### src/rtl/sdes_round_sequencer.sv
// Multi-cycle S-DES encrypt/decrypt engine: IP -> FK(Ka) -> SW -> FK(Kb) -> IP^-1,
// one block in flight, a single FK datapath shared by both rounds.
module sdes_round_sequencer #(
    parameter int unsigned FK_WAIT = 0
) (
    input  logic       clk,
    input  logic       rst_n,
    input  logic       in_valid,
    output logic       in_ready,
    input  logic       in_decrypt,
    input  logic [0:9] in_key,
    input  logic [0:7] in_data,
    output logic       out_valid,
    input  logic       out_ready,
    output logic [0:7] out_data,
    output logic       busy
);

    if (FK_WAIT > 7) begin : g_fk_wait_range
        $error("FK_WAIT must be in 0..7");
    end

    localparam logic [2:0] WAIT_INIT = 3'(FK_WAIT);

    // S-boxes indexed by {row, col} = {b1, b4, b2, b3}
    localparam logic [1:0] S0 [16] = '{2'd1, 2'd0, 2'd3, 2'd2,
                                       2'd3, 2'd2, 2'd1, 2'd0,
                                       2'd0, 2'd2, 2'd1, 2'd3,
                                       2'd3, 2'd1, 2'd3, 2'd2};
    localparam logic [1:0] S1 [16] = '{2'd0, 2'd1, 2'd2, 2'd3,
                                       2'd2, 2'd0, 2'd1, 2'd3,
                                       2'd3, 2'd0, 2'd1, 2'd0,
                                       2'd2, 2'd1, 2'd0, 2'd3};

    typedef enum logic [1:0] {
        IDLE = 2'd0,
        R1   = 2'd1,
        R2   = 2'd2,
        OUT  = 2'd3
    } state_e;

    function automatic logic [0:7] ip_perm(input logic [0:7] b);
        return {b[1], b[5], b[2], b[0], b[3], b[7], b[4], b[6]};
    endfunction

    function automatic logic [0:7] ip_inv_perm(input logic [0:7] b);
        return {b[3], b[0], b[2], b[4], b[6], b[1], b[7], b[5]};
    endfunction

    function automatic logic [0:9] p10_perm(input logic [0:9] k);
        return {k[2], k[4], k[1], k[6], k[3], k[9], k[0], k[8], k[7], k[5]};
    endfunction

    function automatic logic [0:7] p8_perm(input logic [0:9] k);
        return {k[5], k[2], k[6], k[3], k[7], k[4], k[9], k[8]};
    endfunction

    function automatic logic [0:3] f_box(input logic [0:3] r, input logic [0:7] sk);
        logic [0:7] x;
        logic [0:3] y;
        x = {r[3], r[0], r[1], r[2], r[1], r[2], r[3], r[0]} ^ sk;
        y = {S0[{x[0], x[3], x[1], x[2]}], S1[{x[4], x[7], x[5], x[6]}]};
        return {y[1], y[3], y[2], y[0]};
    endfunction

    function automatic logic [0:7] fk(input logic [0:7] b, input logic [0:7] sk);
        return {b[0:3] ^ f_box(b[4:7], sk), b[4:7]};
    endfunction

    state_e     state_q, state_d;
    logic [0:7] st_q, st_d;
    logic [0:9] key_q, key_d;
    logic       dec_q, dec_d;
    logic [2:0] wcnt_q, wcnt_d;
    logic [0:7] out_data_q, out_data_d;
    logic       out_valid_q, out_valid_d;
    logic       in_ready_q, in_ready_d;
    logic       busy_q, busy_d;

    logic [0:9] p10_key;
    logic [0:9] ls1_key;
    logic [0:9] ls3_key;
    logic [0:7] k1;
    logic [0:7] k2;
    logic [0:7] fk_key;
    logic [0:7] fk_out;

    // Subkeys from the latched key; round key picked by state and mode
    always_comb begin
        p10_key = p10_perm(key_q);
        ls1_key = {p10_key[1:4], p10_key[0], p10_key[6:9], p10_key[5]};
        ls3_key = {ls1_key[2:4], ls1_key[0:1], ls1_key[7:9], ls1_key[5:6]};
        k1      = p8_perm(ls1_key);
        k2      = p8_perm(ls3_key);
        fk_key  = ((state_q == R2) != dec_q) ? k2 : k1;
        fk_out  = fk(st_q, fk_key);
    end

    always_comb begin
        state_d     = state_q;
        st_d        = st_q;
        key_d       = key_q;
        dec_d       = dec_q;
        wcnt_d      = wcnt_q;
        out_data_d  = out_data_q;
        out_valid_d = out_valid_q;
        case (state_q)
            IDLE: begin
                if (in_valid && in_ready_q) begin
                    st_d    = ip_perm(in_data);
                    key_d   = in_key;
                    dec_d   = in_decrypt;
                    wcnt_d  = WAIT_INIT;
                    state_d = R1;
                end
            end
            R1: begin
                if (wcnt_q != 3'd0) begin
                    wcnt_d = wcnt_q - 3'd1;
                end else begin
                    st_d    = {fk_out[4:7], fk_out[0:3]};
                    wcnt_d  = WAIT_INIT;
                    state_d = R2;
                end
            end
            R2: begin
                if (wcnt_q != 3'd0) begin
                    wcnt_d = wcnt_q - 3'd1;
                end else begin
                    out_data_d  = ip_inv_perm(fk_out);
                    out_valid_d = 1'b1;
                    state_d     = OUT;
                end
            end
            OUT: begin
                if (out_ready) begin
                    out_valid_d = 1'b0;
                    state_d     = IDLE;
                end
            end
            default: state_d = IDLE;
        endcase
        in_ready_d = (state_d == IDLE);
        busy_d     = (state_d != IDLE);
    end

    always_ff @(posedge clk or negedge rst_n) begin
        if (!rst_n) begin
            state_q     <= IDLE;
            st_q        <= 8'h00;
            key_q       <= 10'h000;
            dec_q       <= 1'b0;
            wcnt_q      <= 3'd0;
            out_data_q  <= 8'h00;
            out_valid_q <= 1'b0;
            in_ready_q  <= 1'b0;
            busy_q      <= 1'b0;
        end else begin
            state_q     <= state_d;
            st_q        <= st_d;
            key_q       <= key_d;
            dec_q       <= dec_d;
            wcnt_q      <= wcnt_d;
            out_data_q  <= out_data_d;
            out_valid_q <= out_valid_d;
            in_ready_q  <= in_ready_d;
            busy_q      <= busy_d;
        end
    end

    assign in_ready  = in_ready_q;
    assign out_valid = out_valid_q;
    assign out_data  = out_data_q;
    assign busy      = busy_q;

endmodule

### config.mk
export PLATFORM = sky130hd
export DESIGN_NAME = sdes_round_sequencer
export DESIGN_NICKNAME = d
export VERILOG_FILES = /design/src/rtl/sdes_round_sequencer.sv
export SDC_FILE = /design/constraint.sdc
export NUM_CORES = 1
export LEC_CHECK = 0
export CAP_MARGIN = 20
export CORE_MARGIN = 4
export CORE_UTILIZATION = 54
export CTS_CLUSTER_DIAMETER = 50
export DETAILED_ROUTE_END_ITERATION = 16
export DONT_BUFFER_PORTS = 1
export HOLD_SLACK_MARGIN = 0.12
export PLACE_DENSITY = 0.66
export SYNTH_ARGS = -nofsm -noshare
export SYNTH_HDL_FRONTEND = slang
export SYNTH_SLANG_ARGS = --single-unit
### constraint.sdc
create_clock -name clk -period 7.55 [get_ports clk]
set_input_delay 1.1325 -clock clk [delete_from_list [all_inputs] [get_ports clk]]
set_output_delay 1.1325 -clock clk [all_outputs]
set_load 0.01 [all_outputs]
==> results.sh, run 1 <==
export IMPL_status="completed"
export IMPL_ys_seq_area_share_pct=44.0
export IMPL_portBuffers=0
export IMPL_final_cell_mix="35 x dfrtp_1, 15 x nand2_1, 15 x mux2_2, 14 x o21ai_0, 14 x mux2i_1"
export IMPL_worst_pin_slew_ps=585
export IMPL_max_freq_mhz=328
export IMPL_top_layer="met4"
export IMPL_cp_end_kind="flop"
export IMPL_skew_ps=9.58
export IMPL_yosysWarnings=0
export IMPL_die_y_um=68.7
export IMPL_synth_ff_type="dfrtp_1"
export IMPL_antenna_found_initial=0
export IMPL_first_pass_iters=4
export IMPL_critical_path_class="flop to flop"
export IMPL_syn_inst=183
export IMPL_route_detailed_drc=0
export IMPL_track_usage_pct=18.5
export IMPL_root_buffer="clkbuf_8"
export IMPL_met3WireLength_um=271
export IMPL_ys_async_sr_fraction_pct=100
export IMPL_via_count=1317
export IMPL_clockBufferDepth=2
export IMPL_fin_crit_ps=3050
export IMPL_io_pins=34
export IMPL_cts_setup_buffers=0
export IMPL_cp_arrival_ps=3260
export IMPL_synthDistinctLibCells=40
export IMPL_clk_latency_ps=280
export IMPL_dieArea_sq_um=4720
export IMPL_cts_resized=0
export IMPL_overflow=0
export IMPL_cap_violations=0
export IMPL_syn_to_final_growth_pct=5.59
export IMPL_syn_nets=213
export IMPL_hold_path_class="flop to flop"
export IMPL_setup_viol=0
export IMPL_cts_tree="built"
export IMPL_routed_wl_met2_um=1860
export IMPL_worstSetupStartpointType="flop"
export IMPL_dp_hpwl_um=2910
export IMPL_wl_per_cell_um=16.7
export IMPL_fin_crit_sh_pct=40.4
export IMPL_netlist_area_sq_um=1990
export IMPL_finalNetCount=214
export IMPL_core_sq_um=3440
export IMPL_final_max_slew_viol_count=0
export IMPL_htreeDepth=2
export IMPL_drive_gt1_share_pct=16.8
export IMPL_tns_ps=0
export IMPL_ys_ff_latch=35
export IMPL_synth_edf_count=0
export IMPL_diodes=0
export IMPL_hold_viol=0
export IMPL_grt_pass1_wl_um=6290
export IMPL_grt_start_max_net_pins=36
export IMPL_grt_pass1_vias=1325
export IMPL_start_util_pct=57.9
export IMPL_timing_slew_headroom_pct=60.9
export IMPL_final_common_cell="dfrtp_1"
export IMPL_die_x_um=68.7
export IMPL_critical_path_peak_fanout=8
export IMPL_rsz0062_at_grt="no"
export IMPL_drt_total_wl_um=3840
export IMPL_cts_sinks=35
export IMPL_path_clk_slew_ps=70
export IMPL_gp_congestion=0.833
export IMPL_rows=21
export IMPL_postCtsHoldBufs=0
export IMPL_avgSynthCellArea_sq_um=10.9
export IMPL_viasPerCell=5.73
export IMPL_critPathRequiredTime_ps=7760
export IMPL_wl_met1_um=1680
export IMPL_numCtsBuffers=5
export IMPL_postRouteAntennaNets=0
export IMPL_drt_iter0_markers=49
## sequential cells by signal (all words and copies together), names as in the netlist
register	count
key_q	10
out_data	8
st_q	8
wcnt_q	3
state_q	2
busy	1
dec_q	1
in_ready	1
out_valid	1
## critical path: stages (launching register included)
cell	delay, ps
dfrtp_1	420
inv_1	110
ha_1	410
xor2_4	370
mux2i_1	330
xnor2_2	170
inv_1	80
ha_1	190
mux2_1	330
a211oi_1	340
nor3_1	90
o21ai_1	140
## metrics by stage
stage | cell area [sq um] | instances | util [%] | hold WS (ps) | worst slack, ps
after detailed placement | 2020 | 223 | 58.6 | 478 | 4520
final | 2100 | 230 | 61.1 | 489 | 4500
after floorplan | 1990 | 183 | - | 450 | 4920
after global routing | 2100 | 230 | 61.1 | 513 | 4310
after CTS | 2100 | 230 | 61.1 | 495 | 4490
after global placement | 2020 | 223 | 58.6 | 464 | 4660
## cell type report
cell class              count  area (sq um)
inverters                  10          37.5
clock buffers               6          82.6
repair buffers              1          7.51
multi-input cells         131          1040
well taps                  46          57.6
flip-flops and latches     35           876
clock inverters             1          5.00
fillers                   280          1340
## logic make-up after synthesis
logic type                 Yosys count  share of synthesized area (%)
and+or+nand+nor                     43                           10.6
buffers and inverters               17                           3.96
xor gates and xnor gates            15                           9.05
DFF                                 35                           44.0
muxes                               33                           18.0
AOI/OAI and AO/OA                   33                           9.99
adders and majority gates            7                           4.40
## worst paths after layout
check | slack (ps) | to | from | depth (start not counted)
min | 490 | wcnt_q[0] | wcnt_q[0] | 1
max in group asynchronous | 6920 | st_q[1] | rst_n | 0
max | 4500 | st_q[6] | state_q[0] | 11
max reg2reg | 4500 | st_q[6] | state_q[0] | 11
min in group asynchronous | 530 | st_q[2] | rst_n | 0
min reg2reg | 490 | wcnt_q[0] | wcnt_q[0] | 1
## metal layers
metal | up-vias | track usage [%]
li1 | 636 | -
met1 | 645 | 23.3
met2 | 32 | 28.7
met3 | 4 | 6.97
met4 | 0 | 7.30
met5 | - | 0
## cell usage after synthesis, drive strengths merged, types with 3 or more instances
master,instances,area share (%)
a21oi,4,1.0
and3,3,0.94
buf,4,1.5
clkbuf,3,0.57
dfrtp,35,44
ha,7,4.4
inv,10,1.9
mux2,17,9.6
mux2i,16,8.4
nand2,15,2.8
nand3,4,1.0
nor2,7,1.3
o21ai,19,4.8
or3,4,1.3
xnor2,11,6.0
xor2,4,3.1
Power of run 1 is not shown: default switching activity piles up to over one toggle a cycle in this logic, so the estimate is an artifact.
==> run 2: changes to the inputs <==
--- a/config.mk
+++ b/config.mk
@@ -5,6 +5,7 @@
 export SDC_FILE = /design/constraint.sdc
 export NUM_CORES = 1
 export LEC_CHECK = 0
+export ABC_AREA = 1
 export CAP_MARGIN = 20
 export CORE_MARGIN = 4
 export CORE_UTILIZATION = 54
@@ -12,7 +13,7 @@
 export DETAILED_ROUTE_END_ITERATION = 16
 export DONT_BUFFER_PORTS = 1
 export HOLD_SLACK_MARGIN = 0.12
-export PLACE_DENSITY = 0.66
+export PLACE_DENSITY = 0.69
 export SYNTH_ARGS = -nofsm -noshare
 export SYNTH_HDL_FRONTEND = slang
 export SYNTH_SLANG_ARGS = --single-unit
==> constraint.sdc (replaced) <==
create_clock -name clk -period 2.77 [get_ports clk]
set_input_delay 0.4155 -clock clk [delete_from_list [all_inputs] [get_ports clk]]
set_output_delay 0.4155 -clock clk [all_outputs]
set_load 0.01 [all_outputs]
==> results.sh, run 2 <==
export IMPL_ys_seq_area_share_pct=41.5
export IMPL_dieArea_sq_um=4980
export IMPL_final_cell_mix="96 x nand2_1, 45 x nand3_1, 35 x inv_1, 35 x dfrtp_1, 27 x nor2_1"
export IMPL_cp_arrival_ps=2400
export IMPL_fin_crit_ps=2220
export IMPL_wl_per_cell_um=13.3
export IMPL_first_pass_iters=4
export IMPL_tns_ps=0
export IMPL_dp_hpwl_um=3640
export IMPL_critPathRequiredTime_ps=2950
export IMPL_antenna_found_initial=0
export IMPL_worstSetupStartpointType="flop"
export IMPL_fin_crit_sh_pct=80.1
export IMPL_placed_area_sq_um=2150
export IMPL_critical_path_peak_fanout=10
export IMPL_die_y_um=70.5
export IMPL_root_buffer="clkbuf_8"
export IMPL_yosys_top_cells_count="96 x nand2_1, 45 x nand3_1, 35 x dfrtp_1, 35 x inv_1, 27 x nor2_1"
export IMPL_rsz0062_at_grt="no"
export IMPL_grt_start_max_net_pins=36
export IMPL_place_inst=345
export IMPL_grt_pass1_wl_um=8220
export IMPL_met1_usage_pct=25.9
export IMPL_largest_register_ffs=10
export IMPL_hold_path_class="input pin to flop"
export IMPL_cts_resized=0
export IMPL_synth_edf_count=0
export IMPL_critical_path_class="flop to flop"
export IMPL_avgSynthCellArea_sq_um=7.02
export IMPL_ys_ff_latch=35
export IMPL_synth_top_area_share_pct=41.5
export IMPL_die_x_um=70.5
export IMPL_core_sq_um=3720
export IMPL_setup_viol=0
export IMPL_top_usage_layer="met2"
export IMPL_finalInstanceArea_sq_um=2270
export IMPL_via_count=1889
export IMPL_track_usage_pct=20.5
export IMPL_postRouteAntennaNets=0
export IMPL_route_detailed_drc=0
export IMPL_cap_violations=0
export IMPL_met2_usage_pct=34.9
export IMPL_timing_slew_headroom_pct=54.2
export IMPL_syn_nets=331
export IMPL_final_instance_count_excl_fill=355
export IMPL_netlist_area_sq_um=2110
export IMPL_p_leak_nw=1.22
export IMPL_io_pins=34
export IMPL_synth_most_common_cell="nand2_1"
export IMPL_grt_pass1_vias=1814
export IMPL_viasPerCell=5.32
export IMPL_rows=22
export IMPL_finalNetCount=336
export IMPL_path_clk_slew_ps=70
export IMPL_gp_congestion=0.903
export IMPL_yosysWarnings=0
export IMPL_portBuffers=0
export IMPL_diodes=0
export IMPL_worst_pin_slew_ps=685
export IMPL_status="completed"
export IMPL_grtUsageMet3_pct=5.26
export IMPL_clk_latency_ps=290
export IMPL_hold_viol=0
export IMPL_peakVddDrop_mv=0.731
export IMPL_syn_to_final_growth_pct=7.46
export IMPL_htreeDepth=2
export IMPL_top_register="key_q"
export IMPL_final_max_slew_viol_count=0
export IMPL_ys_async_sr_fraction_pct=100
export IMPL_start_util_pct=56.8
export IMPL_synthTopCellsByArea="dfrtp_1 41%, nand2_1 17%, nand3_1 11%"
export IMPL_cts_tree="built"
export IMPL_drive_gt1_share_pct=6.84
export IMPL_drt_total_wl_um=4720
export IMPL_cellPowerDensity_nw_per_um2=1480
export IMPL_syn_inst=301
export IMPL_skew_ps=7.30
export IMPL_cts_sinks=35
export IMPL_synthDistinctLibCells=24
export IMPL_synth_ff_type="dfrtp_1"
export IMPL_clockBufferDepth=2
export IMPL_overflow=0
export IMPL_max_freq_mhz=451
export IMPL_cp_end_kind="flop"
export IMPL_drt_iter0_markers=122
export IMPL_synth_largest_area_cell="dfrtp_1"
export IMPL_numCtsBuffers=5
export IMPL_final_common_cell="nand2_1"
==> run 2: where the power goes <==
group          total (W)  internal [W]  switching, W
Clock           0.000359      0.000176      0.000184
Combinational    0.00200      0.000694       0.00131
Sequential      0.000995      0.000760      0.000235
Total            0.00335       0.00163       0.00172
==> run 2: critical path: stages, from the launching register on <==
cell     delay (ps)
dfrtp_1         420
inv_1           110
ha_1            280
nand2_1         200
nand2_4         180
nand2_1          90
nand3_1          90
nand2_1          80
ha_1            190
nand3_1          70
nand3_1          90
nand2_1          60
nand2_1          40
nand2_1          60
nand2_1          50
nand2_1          50
nand2_1          40
==> run 2: area by class of cell <==
cell class | count | area, sq um
sequential | 35 | 876
inverter | 37 | 139
tap | 48 | 60.1
timing repair buffer | 4 | 45.0
clock inverter | 2 | 12.5
clock buffer | 6 | 72.6
multi-input combinational | 223 | 1060
fill | 367 | 1450
==> run 2: metrics by stage <==
step                total power, W  hold WS (ps)  setup slack [ps]  utilization, %
floorplan                  0.00259           120               780               -
global placement           0.00295           121               648            58.0
detailed placement         0.00300           121               545            58.0
CTS                        0.00338           230               544            61.1
global route               0.00378           231               174            61.1
finish                     0.00335           229               551            61.1
==> run 2: routing by layer <==
| layer | part of all wire, % | wire length (um) |
|---|---|---|
| met3 | 4.8 | 225 |
| met5 | 0 | 0 |
| met2 | 49 | 2310 |
| met1 | 45 | 2120 |
| met4 | 1.4 | 66 |
==> run 2: repair_timing <==
| item | in CTS | in global routing |
|---|---|---|
| endpoints found under the setup margin | 0 | 0 |
| buffers inserted | 0 | 0 |
| hold endpoints to repair | 35 | 0 |
| hold buffers | 2 | 0 |
==> run 2: final timing paths <==
kind,from,endpoint,slack [ps],depth (start not counted)
max,state_q[0],st_q[6],550,16
min,out_ready,out_valid,230,1
max reg2reg,state_q[0],st_q[6],550,16
min reg2reg,wcnt_q[0],wcnt_q[0],500,1
max in group asynchronous,rst_n,wcnt_q[2],2010,2
min in group asynchronous,rst_n,st_q[2],580,2
==> run 2: kinds of logic after synthesis <==
group | count (synthesis) | synth area share, %
simple gates | 178 | 35.9
buf+inv | 43 | 8.12
compound gates | 36 | 9.42
flops | 35 | 41.5
fa+ha+maj | 7 | 4.15
xor+xnor | 1 | 0.415
mux | 1 | 0.533
Note: power is estimated with default switching activity, not from simulation.
